--- src/rtl/multi_channel_inertial_filter.sv ---
// rtl/multi_channel_inertial_filter.sv - N-channel inertial (debounce) filter with rise/fall persistence
//
// Purpose:
//   Each channel's output follows its input only after the input has differed
//   from the output for a programmed number of consecutive clock-enabled cycles.
//   Shorter glitches are rejected. One-cycle edge pulses and a per-channel
//   settling flag are provided so consumers need no edge detector.
//
// Ports:
//   clk          rising-edge clock
//   async_reset  asynchronous active-high reset (loads INIT_VALUE, clears state)
//   CE           clock enable; filter state advances only when CE=1
//   synch_reset  synchronous re-seed of outputs from inputs, qualified by CE
//   data_in      raw inputs, already synchronised to clk
//   data_out     filtered outputs (registered)
//   rise_pulse   one-clk pulse when data_out[i] goes 0->1
//   fall_pulse   one-clk pulse when data_out[i] goes 1->0
//   settling     registered count[i]!=0 (a candidate change is being timed)

module multi_channel_inertial_filter #(
    parameter int CHANNELS   = 4,
    parameter int RISE_COUNT = 10,
    parameter int FALL_COUNT = 10,
    parameter bit INIT_VALUE = 1'b0,
    localparam int MAX_COUNT = (RISE_COUNT > FALL_COUNT) ? RISE_COUNT : FALL_COUNT,
    localparam int CNT_W     = $clog2(MAX_COUNT + 1)
) (
    input  logic                clk,
    input  logic                async_reset,
    input  logic                CE,
    input  logic                synch_reset,
    input  logic [CHANNELS-1:0] data_in,
    output logic [CHANNELS-1:0] data_out,
    output logic [CHANNELS-1:0] rise_pulse,
    output logic [CHANNELS-1:0] fall_pulse,
    output logic [CHANNELS-1:0] settling
);

    // Terminal counts: the change commits on the edge where the count already
    // holds TH-1, i.e. on the TH-th consecutive differing sample.
    localparam logic [CNT_W-1:0] RISE_M1 = CNT_W'(RISE_COUNT - 1);
    localparam logic [CNT_W-1:0] FALL_M1 = CNT_W'(FALL_COUNT - 1);

    logic [CHANNELS-1:0] r_out;
    logic [CHANNELS-1:0] r_rise;
    logic [CHANNELS-1:0] r_fall;
    logic [CHANNELS-1:0] r_settle;
    logic [CNT_W-1:0]    r_cnt [CHANNELS];

    logic [CHANNELS-1:0] w_out_nxt;
    logic [CHANNELS-1:0] w_rise_nxt;
    logic [CHANNELS-1:0] w_fall_nxt;
    logic [CHANNELS-1:0] w_settle_nxt;
    logic [CNT_W-1:0]    w_cnt_nxt [CHANNELS];

    always_comb begin
        for (int i = 0; i < CHANNELS; i++) begin
            // Hold state and drop pulses by default; pulses therefore last one
            // clk even when CE is low on the following edge.
            w_out_nxt[i]  = r_out[i];
            w_cnt_nxt[i]  = r_cnt[i];
            w_rise_nxt[i] = 1'b0;
            w_fall_nxt[i] = 1'b0;
            if (CE) begin
                if (synch_reset) begin
                    // Silent re-seed: no edge pulse.
                    w_out_nxt[i] = data_in[i];
                    w_cnt_nxt[i] = '0;
                end else if (data_in[i] == r_out[i]) begin
                    w_cnt_nxt[i] = '0;
                end else if (r_cnt[i] == (data_in[i] ? RISE_M1 : FALL_M1)) begin
                    // Threshold follows the current input, so a mid-run flip
                    // (which resets the count via the match branch) never commits.
                    w_out_nxt[i]  = data_in[i];
                    w_cnt_nxt[i]  = '0;
                    w_rise_nxt[i] = data_in[i];
                    w_fall_nxt[i] = ~data_in[i];
                end else begin
                    w_cnt_nxt[i] = r_cnt[i] + 1'b1;
                end
            end
            // With CE low the count holds, so this also holds settling.
            w_settle_nxt[i] = (w_cnt_nxt[i] != '0);
        end
    end

    always_ff @(posedge clk or posedge async_reset) begin
        if (async_reset) begin
            r_out    <= {CHANNELS{INIT_VALUE}};
            r_rise   <= '0;
            r_fall   <= '0;
            r_settle <= '0;
            for (int i = 0; i < CHANNELS; i++) begin
                r_cnt[i] <= '0;
            end
        end else begin
            r_out    <= w_out_nxt;
            r_rise   <= w_rise_nxt;
            r_fall   <= w_fall_nxt;
            r_settle <= w_settle_nxt;
            for (int i = 0; i < CHANNELS; i++) begin
                r_cnt[i] <= w_cnt_nxt[i];
            end
        end
    end

    assign data_out   = r_out;
    assign rise_pulse = r_rise;
    assign fall_pulse = r_fall;
    assign settling   = r_settle;

endmodule

--- config.mk ---
export PLATFORM = sky130hd
export DESIGN_NAME = multi_channel_inertial_filter
export DESIGN_NICKNAME = d
export VERILOG_FILES = /design/src/rtl/multi_channel_inertial_filter.sv
export SDC_FILE = /design/constraint.sdc
export NUM_CORES = 1
export LEC_CHECK = 0
export CAP_MARGIN = 10
export CORE_MARGIN = 5
export CORE_UTILIZATION = 57
export CTS_CLUSTER_DIAMETER = 30
export DETAILED_ROUTE_END_ITERATION = 12
export PLACE_DENSITY = 0.83
export SYNTH_ARGS = -nofsm -noshare
export SYNTH_HDL_FRONTEND = slang
export SYNTH_SLANG_ARGS = --single-unit
--- constraint.sdc ---
create_clock -name clk -period 3.4 [get_ports clk]
set_input_delay 0.68 -clock clk [delete_from_list [all_inputs] [get_ports clk]]
set_output_delay 0.68 -clock clk [all_outputs]
set_load 0.005 [all_outputs]
==> results.sh, run 1 <==
export IMPL_number_of_nets_in_the_layout=201
export IMPL_layout_stage_area_growth_over_the_synthesis_result_pct=19.4
export IMPL_synth_xor_xnor_area_share_pct=5.24
export IMPL_route_layer_met1_wl_um=1470
export IMPL_synth_warnings=0
export IMPL_peakVddDrop_mv=0.328
export IMPL_via_count_of_the_first_global_routing_pass=1277
export IMPL_final_hold_viol_count=0
export IMPL_top_achievable_clock_speed_mhz=442
export IMPL_synth_compound_area_share_pct=12.6
export IMPL_synthDistinctLibCells=36
export IMPL_std_cell_rows=19
export IMPL_cts_max_level=2
export IMPL_cellPowerDensity_nw_per_um2=425
export IMPL_setup_total_negative_slack_ns=0
export IMPL_post_route_min_period_ns=2.26
export IMPL_main_combinational_cell_family_by_area_after_synthesis="simple AND/OR/NAND/NOR gates"
export IMPL_grt_start_max_net_pins=29
export IMPL_cts_root_buf="clkbuf_4"
export IMPL_placed_cell_area_um2=1940
export IMPL_setup_worst_path_start="CE"
export IMPL_rsz0062_at_grt="false"
export IMPL_power_frac_clock_pct=27.5
export IMPL_worstMarginPinSlew_ns=0.860
export IMPL_synth_net_count=174
export IMPL_drt_total_wl_um=3370
export IMPL_boundaryPins=24
export IMPL_share_comb_of_total_power_pct=20.6
export IMPL_detail_route_antenna_nets=0
export IMPL_synth_top_area_share_pct=47.9
export IMPL_maxCapViolCount=0
export IMPL_detail_route_wl_per_cell_um=15.5
export IMPL_origin_of_the_worst_min_delay_path="data_out[0]"
export IMPL_setup_viol=0
export IMPL_synth_seq_cells=32
export IMPL_critical_path_reg2reg_startpoint="r_cnt[12]"
export IMPL_postCtsResizedCells=0
export IMPL_syn_cell_area_um2=1670
export IMPL_net_switching_power_uw=241
export IMPL_post_synth_mux_area_share_pct=5.39
export IMPL_cts_tree="done"
export IMPL_first_pass_grt_wire_length_um=5810
export IMPL_timing_critical_path_arrival_ns=2.50
export IMPL_die_area_um2=4110
export IMPL_leakage_uw=0.000888
export IMPL_insertion_delay_to_the_later_sink_of_the_worst_skew_pair_ns=0.35
export IMPL_avgViaCountPerCell=6.01
export IMPL_crit_path_max_fanout=28
export IMPL_met2_wirelength_um=1580
export IMPL_antenna_found_initial=0
export IMPL_critPathCaptureType="flop"
export IMPL_drc=0
export IMPL_sequentialPowerShare_pct=52.0
export IMPL_globalRoute_totalOverflow=0
export IMPL_grt_use_total_pct=18.2
export IMPL_drt_pre_antenna_iters=4
export IMPL_highest_layer="met4"
export IMPL_start_util_pct=60.1
export IMPL_n_antenna_cell=0
export IMPL_tritoncts_num_buffers=5
export IMPL_port_buffers=23
export IMPL_met3_length_um=234
export IMPL_cell_taking_the_most_area_after_synthesis="dfrtp_1"
export IMPL_gp_routability_congestion=0.813
export IMPL_timing_critical_path_from_type="input pin"
export IMPL_ys_seq_area_share_pct=47.9
export IMPL_hold_buffer_count_at_cts=0
export IMPL_clk_transition_reported_paths_ns=0.10
export IMPL_cell_internal_pwr_uw=607
export IMPL_hold_class="flop to flop"
export IMPL_dr_first_iter_drc_count=40
export IMPL_dp_hpwl_um=2430
export IMPL_finalMaxSlewViolations=0
export IMPL_syn_mean_instance_area_um2=10.6
export IMPL_detailroute_via_count=1304
export IMPL_post_cts_repair_setup_buffers=0
export IMPL_cts_buffer_depth=2
export IMPL_run_status="finished clean"
export IMPL_die_x_um=64.1
export IMPL_drive_above_1_share_pct=8.60
export IMPL_share_of_the_cycle_needed_by_the_critical_path_after_routing_pct=66.6
export IMPL_fp_dieH_um=64.1
export IMPL_post_synth_and_or_nand_nor_area_fraction_pct=19.9
export IMPL_tritoncts_num_sinks=32
export IMPL_synth_adder_area_share_pct=5.99
export IMPL_postSynthCellCount=158
export IMPL_sw_frac_of_total_pct=28.5
export IMPL_maxSlewHeadroom_pct=42.5
export IMPL_finalInstanceArea_um2=1990
export IMPL_yosys_top_cells_area="dfrtp_1 (48%), ha_1 (6.0%), nand2b_1 (3.7%)"
export IMPL_fin_skew_ns=0.0123
export IMPL_cp_data_required_time_ns=3.64
export IMPL_core_um2=2780
export IMPL_timing_setup_critical_path_class="input pin to flop"
cell usage after synthesis (all sizes together):
cell     count
xor2         5
nor2b        3
ha           8
nor3         4
nand4        3
and3b        1
a21o         5
a21oi        6
nor4         3
o21ai        5
o41ai        1
nand3        2
clkbuf       2
nand3b       5
or3          1
mux2         8
buf          4
nor3b        7
nor2         8
nand2b      10
o22ai        5
a32o         1
xnor2        5
inv          6
nand2       10
a31oi        1
a221o        1
a2bb2oi      1
and3         1
a41oi        2
dfrtp       32
o22a         2
final cells by class:
type	instances	area, µm²
sequential	32	801
tap	31	38.8
timing repair buffer	26	253
clock buffer	8	58.8
multi-input combinational	114	821
fill	215	787
inverter	6	22.5
routing by layer:
| metal | vias up | GRT usage (%) |
|---|---|---|
| met5 | - | 0 |
| met4 | 0 | 10.7 |
| met3 | 9 | 4.73 |
| met2 | 52 | 28.6 |
| met1 | 624 | 22.6 |
| li1 | 619 | - |
power groups by stage:
stage	Combinational [µW]	Clock (µW)	Sequential (µW)
4_1_cts	175	236	440
3_3_place_gp	166	0	445
6_report	174	233	441
3_5_place_dp	174	0	448
5_1_grt	195	258	447
2_1_floorplan	106	0	444
critical path: stages:
cell and delay (ns):
clkdlybuf4s50_1 1.03, nand4_1 0.21, xor2_1 0.24, a41oi_1 0.14, a21o_1 0.20
state kept, by name, summed over array words and instances (netlist names):
signal      cells
r_cnt          16
data_out        4
fall_pulse      4
rise_pulse      4
settling        4
metrics by stage:
stage | cells | setup slack [ns] | hold WS, ns | power [µW] | util, %
2_1_floorplan | 158 | 1.72 | 0.493 | 549 | -
3_3_place_gp | 209 | 0.834 | 0.492 | 611 | 69.6
3_5_place_dp | 209 | 0.763 | 0.506 | 622 | 69.6
4_1_cts | 217 | 1.13 | 0.520 | 851 | 71.7
5_1_grt | 217 | 1.01 | 0.535 | 899 | 71.7
6_report | 217 | 1.14 | 0.516 | 848 | 71.7
cells in the final DEF, fill, tap and decap left out, types with 4 or more instances in the layout:
| master | instances |
|---|---|
| nor2_1 | 8 |
| nor3_1 | 4 |
| xnor2_1 | 5 |
| nor3b_1 | 7 |
| clkbuf_4 | 5 |
| ha_1 | 8 |
| a21o_1 | 5 |
| dfrtp_1 | 32 |
| xor2_1 | 5 |
| nand2_1 | 10 |
| a21oi_1 | 6 |
| nand2b_1 | 10 |
| o22ai_1 | 5 |
| nand3b_1 | 5 |
| inv_1 | 6 |
| mux2_2 | 5 |
| clkdlybuf4s50_1 | 23 |
cells by family (layout without fill, tap and decap cells):
logic type / after synthesis / in the layout
XOR/XNOR: 10 / 10
adder cells (fa/ha/maj): 8 / 8
AND/OR/NAND/NOR: 58 / 58
multiplexers: 8 / 8
flip-flops: 32 / 32
buffers and inverters: 12 / 40
AO/OA/AOI/OAI: 30 / 30
worst paths after layout:
path                                  to  slack [ns]  cells after the start
hold reg to reg            rise_pulse[0]        0.52                      1
setup / recovery             settling[1]        1.14                      5
max in group asynchronous  fall_pulse[2]        2.05                      3
min in group asynchronous       r_cnt[8]        0.67                      2
setup reg to reg             settling[0]        1.73                      5
hold / removal             rise_pulse[0]        0.52                      1
No activity file was read; power rests on OpenSTA's default activity.
==> run 2, diff against run 1 <==
--- a/config.mk
+++ b/config.mk
@@ -7,10 +7,10 @@
 export LEC_CHECK = 0
 export CAP_MARGIN = 10
 export CORE_MARGIN = 5
-export CORE_UTILIZATION = 57
+export CORE_UTILIZATION = 48
 export CTS_CLUSTER_DIAMETER = 30
 export DETAILED_ROUTE_END_ITERATION = 12
-export PLACE_DENSITY = 0.83
+export PLACE_DENSITY = 0.75
 export SYNTH_ARGS = -nofsm -noshare
 export SYNTH_HDL_FRONTEND = slang
 export SYNTH_SLANG_ARGS = --single-unit
==> constraint.sdc (replaced) <==
create_clock -name clk -period 2.06 [get_ports clk]
set_input_delay 0.412 -clock clk [delete_from_list [all_inputs] [get_ports clk]]
set_output_delay 0.412 -clock clk [all_outputs]
set_load 0.005 [all_outputs]
==> run 2 against run 1 <==
  * Non-clock buffer count fell by 1
  * Register-to-register slack got worse by 1.4 ns
  * Largest power group unchanged
  * Highest routed layer unchanged
  * Final cell count rose by 6.0%
  * Power rose by 65%
  * Clock power rose by 67%
  * First-iteration DRC count rose by 68%
==> results.sh, run 2 (synthesized netlist as in run 1, its figures left out) <==
export IMPL_gp_routability_congestion=0.818
export IMPL_placed_cell_area_um2=1960
export IMPL_fp_dieH_um=69.0
export IMPL_critPathCaptureType="output pin"
export IMPL_leakage_uw=0.000892
export IMPL_drc=0
export IMPL_hold_buffer_count_at_cts=0
export IMPL_drt_total_wl_um=3200
export IMPL_detail_route_antenna_nets=0
export IMPL_hold_slack_ns=0.461
export IMPL_number_of_flip_flops_in_the_largest_register=16
export IMPL_sequentialPowerShare_pct=51.8
export IMPL_timing_critical_path_from_type="flop"
export IMPL_start_util_pct=49.7
export IMPL_timing_setup_critical_path_class="flop to output pin"
export IMPL_net_switching_power_uw=374
export IMPL_tritoncts_num_sinks=32
export IMPL_layout_cells_most_common="dfrtp_1"
export IMPL_path_cells="clkdlybuf4s50_1"
export IMPL_detailroute_via_count=1241
export IMPL_insertion_delay_to_the_later_sink_of_the_worst_skew_pair_ns=0.33
export IMPL_slowest_delay_ns=0.54
export IMPL_cts_root_buf="clkbuf_4"
export IMPL_top_achievable_clock_speed_mhz=588
export IMPL_drt_pre_antenna_iters=5
export IMPL_worstMarginPinSlew_ns=0.394
export IMPL_clk_transition_reported_paths_ns=0.09
export IMPL_crit_path_max_fanout=5
export IMPL_dr_first_iter_drc_count=67
export IMPL_cellPowerDensity_nw_per_um2=692
export IMPL_critical_path_reg2reg_startpoint="r_cnt[12]"
export IMPL_sw_frac_of_total_pct=26.7
export IMPL_peakVddDrop_mv=0.386
export IMPL_cts_tree="done"
export IMPL_std_cell_rows=21
export IMPL_maxCapViolCount=0
export IMPL_layout_stage_area_growth_over_the_synthesis_result_pct=21.2
export IMPL_cell_internal_pwr_uw=1030
export IMPL_critical_path_top_delay_family="buffers and inverters"
export IMPL_dp_hpwl_um=2290
export IMPL_postCtsResizedCells=0
export IMPL_number_of_nets_in_the_layout=200
export IMPL_registers_top_by_ff_count="r_cnt"
export IMPL_final_hold_viol_count=0
export IMPL_worstPathBufferInverterCount=1
export IMPL_layout_common_cells="dfrtp_1 (32), clkdlybuf4s50_1 (23), nand2b_1 (10), nand2_1 (10)"
export IMPL_setup_viol=0
export IMPL_via_count_of_the_first_global_routing_pass=1220
export IMPL_cp_data_required_time_ns=1.65
export IMPL_port_buffers=23
export IMPL_cts_buffer_depth=2
export IMPL_hold_class="input pin to async pin"
export IMPL_die_area_um2=4760
export IMPL_post_route_min_period_ns=1.70
export IMPL_core_um2=3360
export IMPL_timing_critical_path_arrival_ns=1.29
export IMPL_n_antenna_cell=0
export IMPL_avgViaCountPerCell=5.40
export IMPL_fin_skew_ns=0.00621
export IMPL_grt_use_total_pct=15.2
export IMPL_rsz0062_at_grt="false"
export IMPL_final_core_utilization_pct=60.2
export IMPL_share_of_the_cycle_needed_by_the_critical_path_after_routing_pct=82.5
export IMPL_setup_total_negative_slack_ns=0
export IMPL_detail_route_wl_per_cell_um=13.9
export IMPL_die_x_um=69.0
export IMPL_grt_start_max_net_pins=46
export IMPL_antenna_found_initial=0
export IMPL_drive_above_1_share_pct=8.70
export IMPL_fill_cells=310
export IMPL_crit_path_top_delay_cell="clkdlybuf4s50_1"
export IMPL_tritoncts_num_buffers=5
export IMPL_finalMaxSlewViolations=0
export IMPL_maxSlewHeadroom_pct=73.7
export IMPL_finalInstanceArea_um2=2020
export IMPL_globalRoute_totalOverflow=0
export IMPL_share_comb_of_total_power_pct=20.5
export IMPL_power_frac_clock_pct=27.7
export IMPL_setup_worst_path_start="data_out[1]"
export IMPL_first_pass_grt_wire_length_um=5210
export IMPL_boundaryPins=24
export IMPL_cts_max_level=2
export IMPL_post_cts_repair_setup_buffers=0
export IMPL_run_status="finished clean"
run 2: cell count changes in the layout (fill, tap and decap cells not counted), sizes merged:
cell	previous run	this run
buf	3	2
clkbuf	8	7
run 2: metrics by stage:
stage	total power, µW	worst slack, ns	instances
floorplan	906	0.518	158
global placement	1010	0.177	223
detailed placement	1030	0.104	223
CTS	1430	0.324	230
global route	1490	0.283	230
finish	1400	0.360	230
run 2: power groups by stage:
stage | Combinational [µW] | Clock (µW) | Sequential (µW)
final | 287 | 388 | 727
after global routing | 318 | 437 | 735
after floorplan | 174 | 0 | 732
after global placement | 275 | 0 | 735
after CTS | 291 | 408 | 727
after detailed placement | 288 | 0 | 740
run 2: path summary, 6_finish.rpt:
path / cells past startpoint / to / slack, ns
max: 1 / data_out[1] / 0.36
min: 3 / fall_pulse[0] / 0.46
max reg2reg: 5 / settling[0] / 0.37
min reg2reg: 1 / rise_pulse[1] / 0.52
max in group asynchronous: 3 / r_cnt[0] / 1.31
min in group clk: 1 / rise_pulse[1] / 0.52
run 2: per-layer routing:
metal	vias to the layer above	GRT usage, %	share of wire, %
met5	-	0	0
met2	30	26.0	50
met3	6	5.67	6.2
li1	611	-	-
met1	594	16.4	43
met4	0	7.79	1.6
run 2: cell type report:
| class | instances | area [µm²] | share of cell area (%) |
|---|---|---|---|
| multi-input combinational | 114 | 821 | 40.5 |
| sequential | 32 | 801 | 39.6 |
| timing repair buffer | 25 | 258 | 12.7 |
| clock buffer | 7 | 65.1 | 3.21 |
| tap | 46 | 57.6 | 2.84 |
| inverter | 6 | 22.5 | 1.11 |
run 2: worst register-to-register path: stages (launching register included):
cell and delay [ns]:
dfrtp_1 0.46, ha_1 0.23, and3b_1 0.23, or3_4 0.42, a41oi_2 0.17, a21o_1 0.13
==> run 3, diff against run 2 <==
--- a/config.mk
+++ b/config.mk
@@ -7,10 +7,10 @@
 export LEC_CHECK = 0
 export CAP_MARGIN = 10
 export CORE_MARGIN = 5
-export CORE_UTILIZATION = 48
+export CORE_UTILIZATION = 53
 export CTS_CLUSTER_DIAMETER = 30
 export DETAILED_ROUTE_END_ITERATION = 12
-export PLACE_DENSITY = 0.75
+export PLACE_DENSITY = 0.78
 export SYNTH_ARGS = -nofsm -noshare
 export SYNTH_HDL_FRONTEND = slang
 export SYNTH_SLANG_ARGS = --single-unit
==> constraint.sdc (replaced) <==
create_clock -name clk -period 1.7 [get_ports clk]
set_input_delay 0.34 -clock clk [delete_from_list [all_inputs] [get_ports clk]]
set_output_delay 0.34 -clock clk [all_outputs]
set_load 0.005 [all_outputs]
==> run 3 against run 2 <==
  * Register-to-register slack worse by 0.26 ns
  * Hold slack worse by 0.13 ns
  * Non-clock buffer count up 17
  * Cell area up 5.4%
  * Clock-buffer cell count up 1
  * Final cell count up 7.0%
  * Clock power up 19%
  * Utilization up 10 points
  * Largest cell class unchanged
  * First-iteration DRC count down 34%
  * Critical path depth unchanged
  * Combinational power up 42%
  * Critical path type unchanged
  * Sequential power up 20%
==> results.sh, run 3 (synthesized netlist as in run 1, its figures left out) <==
export IMPL_run_status="finished clean"
export IMPL_timing_critical_path_from_type="flop"
export IMPL_antenna_found_initial=0
export IMPL_setup_viol=0
export IMPL_hold_slack_ns=0.326
export IMPL_crit_path_top_delay_cell="clkdlybuf4s50_1"
export IMPL_top_achievable_clock_speed_mhz=617
export IMPL_hold_class="input pin to async pin"
export IMPL_detailroute_via_count=1355
export IMPL_share_of_the_cycle_needed_by_the_critical_path_after_routing_pct=95.3
export IMPL_fp_dieH_um=66.1
export IMPL_number_of_flip_flops_in_the_largest_register=16
export IMPL_cellPowerDensity_nw_per_um2=817
export IMPL_cts_root_buf="clkbuf_4"
export IMPL_port_buffers=23
export IMPL_number_of_nets_in_the_layout=217
export IMPL_cts_tree="done"
export IMPL_layout_stage_area_growth_over_the_synthesis_result_pct=27.7
export IMPL_finalMaxSlewViolations=0
export IMPL_boundaryPins=24
export IMPL_insertion_delay_to_the_later_sink_of_the_worst_skew_pair_ns=0.34
export IMPL_globalRoute_totalOverflow=0
export IMPL_dr_first_iter_drc_count=44
export IMPL_core_um2=3030
export IMPL_post_route_min_period_ns=1.62
export IMPL_registers_top_by_ff_count="r_cnt"
export IMPL_fin_skew_ns=0.00570
export IMPL_critical_path_top_delay_family="buffers and inverters"
export IMPL_avgViaCountPerCell=5.51
export IMPL_timing_critical_path_arrival_ns=1.28
export IMPL_maxSlewHeadroom_pct=79.4
export IMPL_path_cells="clkdlybuf4s50_1"
export IMPL_leakage_uw=0.000963
export IMPL_worstMarginPinSlew_ns=0.306
export IMPL_drt_pre_antenna_iters=4
export IMPL_setup_total_negative_slack_ns=0
export IMPL_timing_setup_critical_path_class="flop to output pin"
export IMPL_gp_routability_congestion=0.808
export IMPL_grt_use_total_pct=19.4
export IMPL_cp_data_required_time_ns=1.36
export IMPL_start_util_pct=55.2
export IMPL_tritoncts_num_sinks=32
export IMPL_std_cell_rows=20
export IMPL_clk_transition_reported_paths_ns=0.10
export IMPL_drc=0
export IMPL_maxCapViolCount=0
export IMPL_tritoncts_num_buffers=5
export IMPL_via_count_of_the_first_global_routing_pass=1378
export IMPL_drt_total_wl_um=3580
export IMPL_slowest_delay_ns=0.52
export IMPL_layout_common_cells="dfrtp_1 (30), clkdlybuf4s50_1 (23), buf_4 (19), nand2b_1 (10), nand2_1 (10)"
export IMPL_die_area_um2=4370
export IMPL_worstPathBufferInverterCount=1
export IMPL_detail_route_antenna_nets=0
export IMPL_final_hold_viol_count=0
export IMPL_cts_buffer_depth=2
export IMPL_layout_cells_most_common="dfrtp_1"
export IMPL_die_x_um=66.1
export IMPL_n_antenna_cell=0
export IMPL_grt_start_max_net_pins=18
export IMPL_dp_hpwl_um=2640
export IMPL_first_pass_grt_wire_length_um=6290
export IMPL_detail_route_wl_per_cell_um=14.5
export IMPL_crit_path_max_fanout=5
export IMPL_drive_above_1_share_pct=16.8
export IMPL_cts_max_level=2
export IMPL_critPathCaptureType="output pin"
export IMPL_hold_buffer_count_at_cts=0
export IMPL_rsz0062_at_grt="false"
export IMPL_final_core_utilization_pct=70.5
export IMPL_peakVddDrop_mv=0.512
## run 3: changes by cell type in the layout (fill, tap and decap cells not counted)
cell / change
buf_4: +18
clkbuf_1: +2
dfrtp_1: -2
dfrtp_2: +2
buf_12: -1
clkbuf_8: -1
## run 3: worst paths after layout
check	startpoint	endpoint	slack (ns)	depth (start not counted)
max in group asynchronous	async_reset	data_out[1]	1.16	3
worst min register to register	data_out[0]	rise_pulse[0]	0.50	1
worst max-delay path	data_out[1]	data_out[1]	0.08	1
worst min-delay path	async_reset	r_cnt[9]	0.33	3
min in group clk	data_out[0]	rise_pulse[0]	0.50	1
worst max register to register	r_cnt[13]	settling[0]	0.11	6
## run 3: repair_timing
item                       4_1_cts  5_1_grt
setup buffers                    0        3
setup endpoints to repair        0        4
gates resized for setup          0        2
## run 3: layer usage
metal	GRT usage [%]	vias to the layer above	share of wire (%)
li1	-	652	-
met1	21.3	668	42
met2	33.8	27	52
met3	6.46	8	4.4
met4	8.12	0	2.2
met5	0	-	0
## run 3: cell type report
type | instances | area [µm²]
clock buffers | 8 | 58.8
fillers | 220 | 895
inverters | 6 | 22.5
multi-input cells | 114 | 821
flip-flops and latches | 32 | 803
well taps | 44 | 55.1
repair buffers | 42 | 373
## run 3: worst register-to-register path, cell delays in order, from the launching register on
cell     delay, ns
dfrtp_1       0.38
inv_1         0.07
ha_1          0.18
and3b_1       0.22
or3_4         0.41
a41oi_2       0.16
a21o_1        0.13
## run 3: metrics by stage
step	instance area (µm²)	total power [µW]	cells	setup WS (ns)
floorplan	1670	1100	158	0.158
global placement	2050	1260	235	-0.0281
detailed placement	2050	1280	235	-0.107
CTS	2110	1750	243	0.00786
global route	2130	1850	246	0.00443
finish	2130	1740	246	0.0802
## run 3: power by group
part           internal [µW]  switching (µW)  total (µW)  leakage [µW]
Clock                    204             259         463     0.0000326
Sequential               819            54.8         874      0.000427
Combinational            232             175         407      0.000504
